==> config.mk <==
export PLATFORM = sky130hd
export DESIGN_NAME = cdc_addr_decoder
export DESIGN_NICKNAME = d
export VERILOG_FILES = /design/src/rtl/cdc_map_pkg.sv /design/src/rtl/cdc_addr_decode_comb.sv /design/src/rtl/cdc_addr_decoder.sv
export SDC_FILE = /design/constraint.sdc
export NUM_CORES = 1
export LEC_CHECK = 0
export BUFFER_PORTS_ARGS = -buffer_cell sky130_fd_sc_hd__clkbuf_2
export CAP_MARGIN = 20
export CORE_MARGIN = 2
export CORE_UTILIZATION = 25
export CTS_CLUSTER_DIAMETER = 150
export DETAILED_ROUTE_END_ITERATION = 10
export GPL_TIMING_DRIVEN = 0
export MAX_ROUTING_LAYER = met4
export PLACE_DENSITY = 0.58
export SYNTH_ARGS = -nofsm -noshare
export SYNTH_HDL_FRONTEND = slang
export SYNTH_HIERARCHICAL = 1
export SYNTH_SLANG_ARGS = --single-unit
==> constraint.sdc <==
create_clock -name clk -period 1.3 [get_ports clk]
set_input_delay 0.26 -clock clk [delete_from_list [all_inputs] [get_ports clk]]
set_output_delay 0.26 -clock clk [all_outputs]
set_load 0.1 [all_outputs]
==> src/rtl/cdc_map_pkg.sv <==
// ---------------------------------------------------------------------------
// cdc_map_pkg
// Purpose : Shared address-map constants and the decoded-strobe record for
//           the CDC bus interface of the FIR block.
//           The CDC address space is 6 bits wide:
//             - bit 5 = 0 : 32-word coefficient/sample RAM, offsets 0..31
//             - bit 5 = 1 : control-register bank. Only offsets 0..7 are
//                           mapped. Offsets 8..31 are unmapped.
// Contents: address-map localparams, the cdc_dec_t struct, the reset value
//           of that struct, and a helper that says whether a register-region
//           offset is mapped.
// ---------------------------------------------------------------------------
package cdc_map_pkg;

  localparam int CDC_ADDR_W = 6;
  localparam int RAM_ADDR_W = 5;
  localparam int REG_IDX_W  = 3;
  localparam int REGION_BIT = 5;
  localparam int NUM_REGS   = 8;

  // Decoded strobes for one sampled CDC cycle.
  typedef struct packed {
    logic                  mux;       // read-mux select: 0 = RAM, 1 = registers
    logic [RAM_ADDR_W-1:0] ram_addr;  // RAM word address
    logic                  wr_ram;    // RAM write strobe
    logic [REG_IDX_W-1:0]  reg_idx;   // register index
    logic                  wr_rej;    // register write strobe
    logic                  err;       // unmapped register access
  } cdc_dec_t;

  localparam cdc_dec_t CDC_DEC_RESET = '{
    mux:      1'b0,
    ram_addr: {RAM_ADDR_W{1'b0}},
    wr_ram:   1'b0,
    reg_idx:  {REG_IDX_W{1'b0}},
    wr_rej:   1'b0,
    err:      1'b0
  };

  // A register-region offset is mapped only when its bits above the register
  // index are all zero. With 8 registers and 5 offset bits, that means
  // offsets 0..7.
  function automatic logic reg_offset_mapped(input logic [RAM_ADDR_W-1:0] off);
    return (off[RAM_ADDR_W-1:REG_IDX_W] == {(RAM_ADDR_W-REG_IDX_W){1'b0}});
  endfunction

endpackage

==> src/rtl/cdc_addr_decode_comb.sv <==
// ---------------------------------------------------------------------------
// cdc_addr_decode_comb
// Purpose : Pure combinational decode of one CDC address/write request into
//           per-target strobes.
// Ports   : cdc_a_i   in  CDC_ADDR_W  CDC address (bit 5 = region select)
//           cdc_wr_i  in  1           write request
//           dec_o     out cdc_dec_t   decoded strobes (not registered)
// ---------------------------------------------------------------------------
module cdc_addr_decode_comb
  import cdc_map_pkg::*;
(
  input  logic [CDC_ADDR_W-1:0] cdc_a_i,
  input  logic                  cdc_wr_i,
  output cdc_dec_t              dec_o
);

  logic                  region_reg_s;
  logic [RAM_ADDR_W-1:0] offset_s;
  logic                  mapped_s;

  assign region_reg_s = cdc_a_i[REGION_BIT];
  assign offset_s     = cdc_a_i[RAM_ADDR_W-1:0];
  assign mapped_s     = reg_offset_mapped(offset_s);

  // Decode the region and offset into strobes. The address fields are
  // driven whatever the region. Only the strobes and err depend on it.
  always_comb begin
    dec_o          = CDC_DEC_RESET;
    dec_o.mux      = region_reg_s;
    dec_o.ram_addr = offset_s;
    dec_o.reg_idx  = cdc_a_i[REG_IDX_W-1:0];
    if (region_reg_s) begin
      // A write to an unmapped register produces no strobe. It only
      // raises err, and err is raised for reads as well.
      dec_o.wr_ram = 1'b0;
      dec_o.wr_rej = cdc_wr_i & mapped_s;
      dec_o.err    = ~mapped_s;
    end else begin
      dec_o.wr_ram = cdc_wr_i;
      dec_o.wr_rej = 1'b0;
      dec_o.err    = 1'b0;
    end
  end

endmodule

==> src/rtl/cdc_addr_decoder.sv <==
// ---------------------------------------------------------------------------
// cdc_addr_decoder
// Purpose : Address decoder behind the CDC bus interface of the FIR block.
//           The decode is registered once in the core clock domain, giving a
//           latency of 1 cycle. The read-back multiplexer is combinational
//           from the registered select.
// Ports   : clk          in  1       core clock, rising edge
//           rst          in  1       asynchronous active-high reset
//           CDC_A        in  6       CDC address (bit 5 = region)
//           CDC_wr       in  1       write request, sampled every clk
//           RAM_rdata    in  DATA_W  read data from RAM
//           Rej_rdata    in  DATA_W  read data from the register bank
//           Dekoder_MUX  out 1       read-mux select (0 = RAM, 1 = registers)
//           address_RAM  out 5       RAM word address
//           wr_RAM       out 1       RAM write strobe
//           nr_Rejestru  out 3       register index
//           wr_Rej       out 1       register write strobe
//           addr_err     out 1       unmapped register access
//           CDC_rdata    out DATA_W  selected read data (0 on addr_err)
// ---------------------------------------------------------------------------
module cdc_addr_decoder
  import cdc_map_pkg::*;
#(
  parameter int DATA_W = 16
) (
  input  logic                  clk,
  input  logic                  rst,
  input  logic [CDC_ADDR_W-1:0] CDC_A,
  input  logic                  CDC_wr,
  input  logic [DATA_W-1:0]     RAM_rdata,
  input  logic [DATA_W-1:0]     Rej_rdata,
  output logic                  Dekoder_MUX,
  output logic [RAM_ADDR_W-1:0] address_RAM,
  output logic                  wr_RAM,
  output logic [REG_IDX_W-1:0]  nr_Rejestru,
  output logic                  wr_Rej,
  output logic                  addr_err,
  output logic [DATA_W-1:0]     CDC_rdata
);

  cdc_dec_t dec_d;
  cdc_dec_t dec_q;

  cdc_addr_decode_comb u_decode (
    .cdc_a_i  (CDC_A),
    .cdc_wr_i (CDC_wr),
    .dec_o    (dec_d)
  );

  // Output register stage. Reset clears it at once, so a write that is in
  // flight while rst is high never produces a strobe.
  always_ff @(posedge clk or posedge rst) begin
    if (rst) begin
      dec_q <= CDC_DEC_RESET;
    end else begin
      dec_q <= dec_d;
    end
  end

  assign Dekoder_MUX = dec_q.mux;
  assign address_RAM = dec_q.ram_addr;
  assign wr_RAM      = dec_q.wr_ram;
  assign nr_Rejestru = dec_q.reg_idx;
  assign wr_Rej      = dec_q.wr_rej;
  assign addr_err    = dec_q.err;

  // Read-back mux. It is driven from the registered select so that the
  // read data lines up with the registered address. Unmapped accesses
  // return zero.
  always_comb begin
    CDC_rdata = {DATA_W{1'b0}};
    if (dec_q.err) begin
      CDC_rdata = {DATA_W{1'b0}};
    end else if (dec_q.mux) begin
      CDC_rdata = Rej_rdata;
    end else begin
      CDC_rdata = RAM_rdata;
    end
  end

endmodule

==> results by stage <==
Run status:
- The run finished, with violations left.
- The final reports fail on negative setup slack.

STA:
- The count of final max-slew check failures is 0.
- Setup violations remaining at the end of the flow were counted as 16.
- Timing would allow up to approximately 550 MHz.
- Headroom to the max-slew limit came out at approximately 70%.
- The worst path in the final design needs a cycle of between 1.5 and 2 ns, including I/O delays and setup.
- Final hold analysis gives a worst-case slack of roughly 0.096 ns.
- The slew at the pin with the worst max-slew slack is 0.444 ns.
- The post-layout worst setup margin is -0.509 ns.
- The number of hold violations in the final report is 0.
- Setup repair after global routing could not meet its margin everywhere.
- The final period utilization is 139%.

Synthesis:
- The dominant cell type by area after synthesis is sky130_fd_sc_hd__dfrtp_1.
- The combinational family with the most area after synthesis is multiplexers.
- The complex-gate fraction of the synthesized area is between 1 and 1.5%.
- The Yosys step of the flow raised 6 warnings.
- The mean cell area of the mapped netlist is about 11 um2.
- The number of enable-type register cells in the synthesized netlist is 0.
- The share of the synthesized netlist area taken by xor and xnor gates is 0%.
- The post-synthesis cell type count is 12.
- After synthesis, the cell types taking the most area are sky130_fd_sc_hd__dfrtp_1, sky130_fd_sc_hd__mux2i_1, sky130_fd_sc_hd__buf_4, sky130_fd_sc_hd__nor2_1, sky130_fd_sc_hd__buf_12.
- After synthesis, the largest area contributor takes up 45.6% of total cell area.
- The post-synthesis share of cell area spent on full adders, half adders and majority gates is 0%.
- Synthesis produced a netlist whose cell count is 61.
- For this run, the leading register cell type out of synthesis is sky130_fd_sc_hd__dfrtp_1.
- Multiplexer cells account for 24.3% of the synthesized area.
- The number of storage elements in the synthesis netlist is 12.
- The cell area after synthesis is ~660 um2.
- Counting every net in the synthesized netlist gives ~100.
- The post-synthesis async set-or-reset flop share is 100%.
- Of the total synthesized cell area, the portion taken by AND, OR, NAND and NOR gates is approximately an eighth.
- The sequential element share of the synthesized area is approximately 46%.
- By count the netlist is led by sky130_fd_sc_hd__mux2i_1, sky130_fd_sc_hd__nor2_1, sky130_fd_sc_hd__dfrtp_1.

Placement:
- The routability-driven placement congestion ratio is around 0.7.
- Buffers placed on the I/O ports in this run total 65.
- The sum of net half-perimeters after detailed placement is approximately 1400 um.
- At the placement stage, the worst setup path has a slack of -0.439 ns.
- The number of cells after detailed placement is 156.

Floorplanning:
- The die area is about 3000 um2.
- The floorplan step set the die width to ~55 um.
- The floorplan step set the die height to roughly 55 um.
- In this run the standard cell core region covers ~2500 um2.
- The number of core rows is 18.
- The initial standard-cell utilization of the core is between 20% and 30%.
- During I/O placement, the number of pins put on the boundary was 69.

Global routing:
- Summed over all layers, the global routing overflow is 0.
- The number of antenna violations at the first check in global routing is 0.
- The global-route wire length before repair is 3730 um.
- The pin count of the biggest net entering global routing is 13.
- The via count of the first global-routing pass is approximately 800.
- The overall track demand over capacity in global routing is 16.3%.

Layout:
- Excluding fillers, the count of instances in the completed layout stands at about 160.
- The post-route netlist has between 80 and 90% of its cells at a drive strength greater than 1.
- 0 antenna diodes ended up in the layout.
- Compared with the post-synthesis result, the final layout area differs by 167%.
- In the final design database the tool counted roughly 180 nets.
- The fill cell instance count of the final layout is 164.

Power and ir drop:
- For this design the static power due to leakage is 0.796 nW.
- The peak supply drop is 0.794 mV.
- The total power per unit cell area is approximately 970 nW/um2.

Clock tree:
- The number of H-tree levels is 1.
- The maximum root-to-sink buffer count is 2.
- The CTS root buffer is sky130_fd_sc_hd__clkbuf_4.
- Clock tree synthesis inserted a total of 3 buffers.
- The number of sinks on the clock net is 12.
- The CTS tree is yes.
- The clock transition at the register clock pins on the worst setup and hold paths after CTS is 0.07 ns.

Worst setup path:
- The nature of the critical path endpoint is an output port.
- The slowest stage cell on the critical path is sky130_fd_sc_hd__dfrtp_4.
- In this design, the stage delay of the slowest critical-path cell is around 0.48 ns.
- Along the worst path, the maximum fanout reaches 5.
- The signal on the critical path passes through buf_8 -> buf_16 -> mux2i_4 -> nor2_4 -> clkbuf_16.
- The worst setup path is of the flop to output port kind.
- The data arrival at the endpoint of the critical path is around 1.6 ns.
- The startpoint class of the critical path is a flop.
- The endpoint required time on the critical path is approximately 1.0 ns.

Job:
- Across the run, the number of max-cap violations was 0.

Route:
- After detailed routing, the number of vias per cell comes to approximately 4.4.
- Summing over every cut layer, the via total after detailed routing is slightly above 700.
- After the first detailed-routing iteration, the DRC count stood at 5.
- For this run, design rule violations remaining after detail routing come to 0.
- The first-pass iteration count of the detailed router is 3.
- The detailed-route wire length is roughly 2400 um.
- The final routed wire length divided by cell count is 14.6 um.
- In this run the remaining antenna-violating nets after routing total 0.

Worst hold path:
- Along the worst hold path, the cell count comes to 1.
- In this run the worst hold path is classified as input port to flop.
[worst paths after layout]
check                             from             end  slack, ns
min in group asynchronous          rst  address_RAM[4]       0.52
worst min-delay path          CDC_A[2]  address_RAM[2]        0.1
max in group asynchronous          rst        addr_err       0.43
worst max-delay path       Dekoder_MUX    CDC_rdata[4]      -0.51
[layout by cell type (no fill, tap or decap), drive strengths merged]
master / instances
and4bb: 1
buf: 18
clkbuf: 67
dfrtp: 12
dlygate4sd3: 1
inv: 1
mux2i: 16
nor2: 16
nor2b: 1
o21a: 1
[metrics by stage]
stage,power (W),instance area [um2],setup TNS (ns),utilization [%]
4_1_cts,0.00169,1720,-7.82,69.2
6_report,0.00171,1760,-7.69,70.9
3_5_place_dp,0.00115,1150,-5.88,46.6
5_1_grt,0.00177,1760,-8.41,70.9
2_1_floorplan,0.00102,792,-7.86,-
3_3_place_gp,0.00114,1150,-5.66,46.6
[state kept, by name, indices dropped and copies added (netlist names)]
signal and flops:
Dekoder_MUX 1, wr_Rej 1, address_RAM 5, addr_err 1, wr_RAM 1, nr_Rejestru 3
[routing by layer]
| metal | routed length (um) | share of wire, % | track usage [%] | up-vias |
|---|---|---|---|---|
| li1 | - | - | - | 342 |
| met1 | 695 | 29 | 13.5 | 340 |
| met2 | 1560 | 65 | 35.7 | 38 |
| met3 | 135 | 5.7 | 1.87 | 0 |
| met4 | 0 | 0 | 4.18 | 0 |
| met5 | 0 | 0 | - | - |
[cell type report]
cell class | instances | area (um2) | area share [%]
clock buffers | 4 | 36.3 | 2.07
well taps | 30 | 37.5 | 2.14
plain buffers | 13 | 121 | 6.91
repair buffers | 69 | 727 | 41.4
flip-flops and latches | 12 | 308 | 17.5
multi-input cells | 35 | 523 | 29.8
inverters | 1 | 3.75 | 0.214
[worst max-delay path, delay by kind of cell (launching register included)]
family	cells	cell delay (ns)
simple gates	1	0.11
buf+inv	3	0.49
mux	1	0.19
flops	1	0.48
[power breakdown]
| part | internal, W | switching, W | leakage (nW) |
|---|---|---|---|
| logic | 0.000385 | 0.000638 | 0.633 |
| clock network | 0.000170 | 0.000118 | 0.0210 |
| registers | 0.000394 | 0.00000621 | 0.142 |
| total | 0.000949 | 0.000762 | 0.796 |
[logic make-up after synthesis]
logic type | Yosys count
mux | 16
flops | 12
simple gates | 18
buf+inv | 14
compound gates | 1
[repair_timing]
item	in CTS	in global routing
hold buffers	1	0
pin swaps	7	3
gates resized for setup	86	7
setup buffers	2	0
hold endpoints to repair	12	0
gates cloned	1	0
endpoints found under the setup margin	28	18
(Power assumes the default switching activity.)
